<file path="src/rtl/qos_flow_ctrl_fsm.sv">
// qos_flow_ctrl_fsm: per-channel pause/continue hysteresis FSM with overflow error tracking
// Optional: define QOS_FSM_ERR_AUTOCLR_EN so ERROR clears itself once no FIFO is full
module qos_flow_ctrl_fsm #(
  parameter int NUM_CH = 4,
  parameter int CNT_W  = 4
) (
  input  logic                    CLK,
  input  logic                    reset,
  input  logic                    set_init,
  input  logic [CNT_W-1:0]        pause_th,
  input  logic [CNT_W-1:0]        continue_th,
  input  logic [NUM_CH-1:0]       empty,
  input  logic [NUM_CH-1:0]       full,
  input  logic [NUM_CH*CNT_W-1:0] occ,
  output logic                    init,
  output logic                    idle,
  output logic                    active,
  output logic                    error,
  output logic [NUM_CH-1:0]       pause_stb,
  output logic [NUM_CH-1:0]       continue_stb,
  output logic [NUM_CH-1:0]       error_full
);
  typedef enum logic [2:0] {RESET, INIT, IDLE, ACTIVE, ERROR} state_t;
`ifdef QOS_FSM_ERR_AUTOCLR_EN
  localparam bit autoclr = 1'b1;
`else
  localparam bit autoclr = 1'b0;
`endif
  state_t state, state_n;
  logic [CNT_W-1:0] pause_th_q, continue_th_q, pause_th_n, continue_th_n;
  logic [NUM_CH-1:0] paused, paused_n, pause_hit, cont_hit, pause_stb_n, continue_stb_n, error_full_n;
  logic any_full, eval, load, err_clr;
  always_ff @(posedge CLK or posedge reset) begin
    if (reset) begin
      state         <= RESET;
      pause_th_q    <= '0;
      continue_th_q <= '0;
      paused        <= '0;
      pause_stb     <= '0;
      continue_stb  <= '0;
      error_full    <= '0;
    end else begin
      state         <= state_n;
      pause_th_q    <= pause_th_n;
      continue_th_q <= continue_th_n;
      paused        <= paused_n;
      pause_stb     <= pause_stb_n;
      continue_stb  <= continue_stb_n;
      error_full    <= error_full_n;
    end
  end
  always_comb begin
    any_full = |full;
    err_clr  = autoclr && !any_full;
    case (state)
      RESET:   state_n = INIT;
      INIT:    state_n = set_init ? INIT : IDLE;
      IDLE:    state_n = set_init ? INIT : any_full ? ERROR : !(&empty) ? ACTIVE : IDLE;
      ACTIVE:  state_n = set_init ? INIT : any_full ? ERROR : (&empty && !(|paused)) ? IDLE : ACTIVE;
      ERROR:   state_n = set_init ? INIT : err_clr ? ACTIVE : ERROR;
      default: state_n = RESET;
    endcase
  end
  // paused gates the two hits, so pause and continue can never fire on one channel together
  always_comb begin
    for (int i = 0; i < NUM_CH; i++) begin
      pause_hit[i] = !paused[i] && occ[i*CNT_W +: CNT_W] >= pause_th_q;
      cont_hit[i]  = paused[i] && occ[i*CNT_W +: CNT_W] <= continue_th_q;
    end
    eval           = state == ACTIVE && !set_init && !any_full;
    load           = state == INIT && set_init;
    pause_stb_n    = eval ? pause_hit : '0;
    continue_stb_n = eval ? cont_hit : '0;
    paused_n       = state == INIT ? '0 : paused ^ pause_stb_n ^ continue_stb_n;
    pause_th_n     = load ? pause_th : pause_th_q;
    continue_th_n  = load ? continue_th : continue_th_q;
    error_full_n   = (state == IDLE || state == ACTIVE) && !set_init && any_full ? full
                   : state == ERROR ? ((set_init || err_clr) ? '0 : error_full | full)
                   : error_full;
  end
  assign init   = state == INIT;
  assign idle   = state == IDLE;
  assign active = state == ACTIVE;
  assign error  = state == ERROR;
endmodule

</file>
<file path="config.mk">
export PLATFORM = sky130hd
export DESIGN_NAME = qos_flow_ctrl_fsm
export DESIGN_NICKNAME = d
export VERILOG_FILES = /design/src/rtl/qos_flow_ctrl_fsm.sv
export SDC_FILE = /design/constraint.sdc
export NUM_CORES = 1
export LEC_CHECK = 0
export BUFFER_PORTS_ARGS = -buffer_cell sky130_fd_sc_hd__buf_2
export CORE_MARGIN = 2
export CORE_UTILIZATION = 35
export CTS_CLUSTER_SIZE = 8
export DETAILED_ROUTE_END_ITERATION = 6
export GPL_TIMING_DRIVEN = 0
export HOLD_SLACK_MARGIN = 0.02
export SLEW_MARGIN = 15
export SYNTH_ARGS = -nofsm -noshare
export SYNTH_HDL_FRONTEND = slang
export SYNTH_SLANG_ARGS = --single-unit
</file>
<file path="constraint.sdc">
create_clock -name CLK -period 1.6 [get_ports CLK]
set_input_delay 0.32 -clock CLK [delete_from_list [all_inputs] [get_ports CLK]]
set_output_delay 0.32 -clock CLK [all_outputs]
set_load 0.01 [all_outputs]
</file>
Word level (Yosys, flattened, before mapping)
Index checks and enable logic that the tools add are counted.
{"block": "word_totals", "output_inout_bits": 16, "in_bits": 35, "regBits": 27}
{"block": "op_classes", "n_bitwise": 3, "reduce_logical": 27, "n_eq_ne": 4, "n_lt_le_gt_ge": 8, "n_mux": 15}
{"cell": "4-bit two-way mux", "count": 6}
{"cell": "4-bit greater-or-equal comparator", "count": 4}
{"cell": "4-bit <= comparator", "count": 4}
{"cell": "3-bit two-way mux", "count": 5}
{"cell": "3-bit one-hot mux with 5 select lines", "count": 1}
{"cell": "1-bit logical AND", "count": 14}
{"cell": "4-bit OR reduction", "count": 2}
{"cell": "4-bit bitwise XOR", "count": 2}
{"cell": "1-bit zero test", "count": 7}
{"cell": "3-bit by 2-bit == test with 1-bit output, second input constant", "count": 2}
{"cell": "4-bit bitwise OR", "count": 1}
{"cell": "4-bit AND reduction", "count": 1}
{"cell": "3-bit by 1-bit == test with 1-bit output, second input constant", "count": 1}
{"cell": "3-bit == test, second input constant", "count": 1}
{"cell": "3-bit zero test", "count": 1}
{"cell": "1-bit two-way mux", "count": 2}
{"cell": "2-bit two-way mux", "count": 1}
{"cell": "2-bit nonzero test", "count": 1}
{"cell": "1-bit logical OR", "count": 1}

Logic depth before layout (Yosys ltp)
{"block": "depth", "ltp_word": 7, "ltp_mapped": 6, "depth_no_buf": 6}

Worst setup path before layout
No wires, ideal clock.
{"block": "synth_timing", "path_type": "flip-flop to flip-flop", "start": "reg state[2]", "end": "reg continue_th_q[0]", "t_arrival_ns": 1.514, "setup_ns": 0.125, "t_required_ns": 1.475, "path_stages_with_launch": 7, "synth_period_minus_slack_ns": 1.639, "setup_slack_ns": -0.039, "cell_sequence": "dfrtp_1 nand2b_4 nand2b_1 inv_1 and2_1 buf_2 mux2_2"}
{"block": "synth_between", "elab_chain_len": 2}
{"item": "from (decl)", "line": "29", "source": "state_t state, state_n;"}
{"item": "from (signal assigned)", "line": "43", "source": "state <= state_n;"}
{"item": "3-bit by 1-bit == test with 1-bit output"}
{"item": "named net init", "line": "15", "source": "output logic init,"}
{"item": "1-bit logical AND", "line": "71", "source": "load = state == INIT && set_init;"}
{"item": "to (signal assigned)", "line": "45", "source": "continue_th_q <= continue_th_n;"}
{"item": "to (decl)", "line": "30", "source": "logic [CNT_W-1:0] pause_th_q, continue_th_q, pause_th_n, continue_th_n;"}
The timed path passes the listed nets, and every way through them passes these cells.
A chain may end at the register's enable or synchronous reset.

Worst setup path in the final report
{"block": "layout_timing", "start": "reg state[2]", "end": "reg pause_th_q[2]"}
{"block": "layout_between", "elab_chain_len": 2}
{"item": "3-bit by 1-bit == test with 1-bit output", "line": "71"}
{"item": "1-bit logical AND", "line": "71"}
{"item": "to (signal assigned)", "line": "44", "source": "pause_th_q <= pause_th_n;"}
{"item": "to (decl)", "line": "30"}
Every way passes these cells.

==> key figures <==
Setup path
  – CP Capture Type: flip-flop
  – Slowest library cell on the worst path: dfrtp_1
  – Worst endpoint required time: between 1500 and 2000 ps
  – Cell depth of the worst flop-to-flop path: 6
  – Worst r2r src: state[2]$_DFF_PP0_
  – R2R setup slack: ~75 ps
  – Worst path max stage delay: 400 ps
  – FF-to-FF End: pause_th_q[2]$_DFFE_PP0P_
  – Setup Crit Path Kind: flip-flop to flip-flop
  – Critical Path AT: 1690 ps
  – Crit path max fanout: 8
  – Most used cell, CP: nand2b_4
  – Ordered cell list for the critical path: nand2b_4 -> nand2b_4 -> inv_2 -> and2_1 -> buf_6 -> mux2_2
  – Startpoint types: flip-flop

Clock tree
  – Root Driver: clkbuf_8
  – Worst-Skew Late Latency: ~270 ps
  – TritonCTS clock tree: done
  – Clock Pin Slew Worst Setup and Hold Paths: approximately 90 ps
  – Clock tree sinks: 27
  – H-tree lvl count: 1
  – Cts bufs inserted: 3
  – Max Root-Sink Buffers: 2

Logic synthesis
  – Mapped Cells: 180
  – Syn avg cell area: just over 10 um2
  – Mapped Area: about 0.0019 mm2
  – Synth Warn #: 0
  – Number of flops mapped to enable cells by yosys: 0
  – Async S/R FF share, synth: between 90% and 100%
  – Sequential share of the synthesized area: a little over a third
  – Top_reg_cell synth: dfrtp_1
  – Synth Register Bits: 27
  – Distinct cells, synth: 33
  – Mapped Nets: ~250

Placed design
  – Post-DP HPWL: 3305 um
  – Placer Congestion: ~0.89
  – Port Buffers: 50
  – Cell count after placement: 300
  – Place WS: -214.4 ps

Layout
  – Fraction of layout cells with a size suffix above 1: between 30% and 40%
  – Most common cell after layout, fill and taps aside: buf_2
  – ANT cells: 0
  – Synth-to-Final Area Change: 24.04%
  – Final nets: 305
  – Most frequent cells in the layout: buf_2, ha_1, dfrtp_1, o21ai_0, a21oi_1
  – Non-Filler Instances: between 300 and 400

Timing
  – Number of setup violations in the final report: 0
  – Final Cycle Share: 95.31%
  – Final Hold Fails: 0
  – Setup TNS: 0 ps
  – Final Max Slew Viols: 0
  – WHS: approximately 260 ps
  – Worst setup margin: around 75 ps
  – RSZ-0062 raised after global routing: false
  – Slew @ Worst Pin: between 900 and 1000 ps
  – Max-slew headroom: 34.52%
  – F_max: roughly 0.66 GHz
  – Min Clock Period, post-route: 1525 ps
  – Clock skew: approximately 3.2 ps

Power and ir drop
  – LEAKAGE: roughly 0.0012 uW
  – PwrDens: approximately 1200 mW/mm2
  – Peak supply drop: between 500 and 600 uV

Global route
  – Gr busiest metal: met2
  – M1 GR Usage: a little over 20%
  – Global route overflow: 0
  – Global router's overall resource usage: between 10% and 20%
  – Met3 usage in global routing: 2.824%
  – Vias in the first global route: around 1.4k
  – First-pass GRT wire length: 6651 um
  – Initial antenna violation count: 0
  – GR Layer Usage met2: between 20% and 30%
  – Largest net degree at the start of global routing: 28

Floorplanning
  – Initial core utilization: between 30% and 40%
  – I/O pins: 51
  – Core ar.: approximately 0.0051 mm2
  – Site row count: 26
  – DIE WIDTH: just under 80 um
  – Die Area: between 0.005 and 0.006 mm2
  – Die H: roughly 77 um

Detailed routing
  – Routed wire length: 3951 um
  – ANT nets after route: 0
  – DR pass1 iterations: 4
  – Initial DRC count: 100
  – Via-to-Cell Ratio: roughly 4.9
  – Wire per inst: about 13 um
  – DRC Markers: 0
  – Vias after detailed routing: 1511

Min path
  – Hold Crit Class: input pin to async pin

Status
  – Status: completed

Run
  – Max Cap Viol: 0
[worst max path at each step]
stage / endpoint / startpoint / slack (ps)
5_1_grt: pause_th_q[2]$_DFFE_PP0P_ / state[2]$_DFF_PP0_ / 5
6_report: pause_th_q[2]$_DFFE_PP0P_ / state[2]$_DFF_PP0_ / 70
4_1_cts: error / state[0]$_DFF_PP0_ / 5
2_1_floorplan: continue_th_q[0]$_DFFE_PP0P_ / state[2]$_DFF_PP0_ / 20
3_5_place_dp: pause_stb[3]$_DFF_PP0_ / full[0] / -210
3_3_place_gp: pause_stb[3]$_DFF_PP0_ / full[0] / -200
[kinds of logic (layout without fill, tap and decap cells)]
| logic type | Yosys count | in the layout | synth area share (%) |
|---|---|---|---|
| adders and majority gates | 32 | 32 | 21.55 |
| AOI/OAI and AO/OA | 53 | 53 | 18.05 |
| muxes | 8 | 8 | 4.849 |
| DFF | 27 | 27 | 36.36 |
| and+or+nand+nor | 40 | 40 | 15.08 |
| buffers and inverters | 20 | 77 | 4.108 |
[Yosys cell counts (all sizes together) (4+ instances only)]
| cell | n | share of area [%] |
|---|---|---|
| ha | 32 | 22 |
| a32o | 4 | 2.2 |
| nor2b | 4 | 1.3 |
| a31oi | 4 | 1.3 |
| nor2 | 6 | 1.2 |
| nand2 | 4 | 0.81 |
| a21oi | 15 | 4.0 |
| o21ai | 14 | 3.8 |
| inv | 19 | 3.8 |
| dfrtp | 27 | 36 |
| nor3b | 4 | 2.2 |
| mux2 | 8 | 4.8 |
| o211ai | 8 | 3.2 |
| and2 | 5 | 1.7 |
| and3 | 7 | 2.4 |
[area by class of cell]
type / instances / area, um2
clock inverter: 1 / 7.507
sequential: 27 / 676.9
multi-input combinational: 133 / 1130
inverter: 19 / 71.32
buffer: 1 / 11.26
tap: 70 / 87.58
timing repair buffer: 53 / 279.0
fill: 532 / 2803
clock buffer: 3 / 41.29
[state kept, by name, summed over array words and instances, names as in the netlist]
signal / cells
continue_stb: 4
continue_th_q: 4
paused: 4
error_full: 4
state: 3
pause_th_q: 4
pause_stb: 4
[through the flow]
step | utilization (%) | total power, uW | area [um2]
3_5_place_dp | 43.04 | 2355 | 2198
5_1_grt | 45.12 | 3084 | 2305
3_3_place_gp | 43.04 | 2309 | 2198
4_1_cts | 44.44 | 2782 | 2270
6_report | 45.12 | 2800 | 2305
2_1_floorplan | - | 1954 | 1861
[timing repair]
action / in CTS / in global routing
hold buffers: 0 / 0
pin swaps: 0 / 1
hold endpoints to repair: 0 / 0
endpoints found under the setup margin: 10 / 20
setup buffers: 1 / 2
cloned: 0 / 0
resized for setup: 5 / 9
[metal layers]
metal,part of all wire (%),vias up
met5,0,-
met3,3.7,2
li1,-,785
met1,50,692
met4,0.53,0
met2,45,32
[report_power, final]
group / total [uW] / leakage (uW) / switching, uW / internal [uW]
Combinational: 1450 / 0.000826 / 771 / 683
Sequential: 963 / 0.000346 / 126 / 837
Clock: 383 / 0.0000217 / 207 / 177
[worst max-delay path, delay by kind of cell, from the launching register on]
kind                   cells  cell delay [ps]
buffers and inverters      2              210
flip-flops                 1              400
multiplexers               1              330
AND/OR/NAND/NOR            3              480
Power figures use the tool's default switching activity.
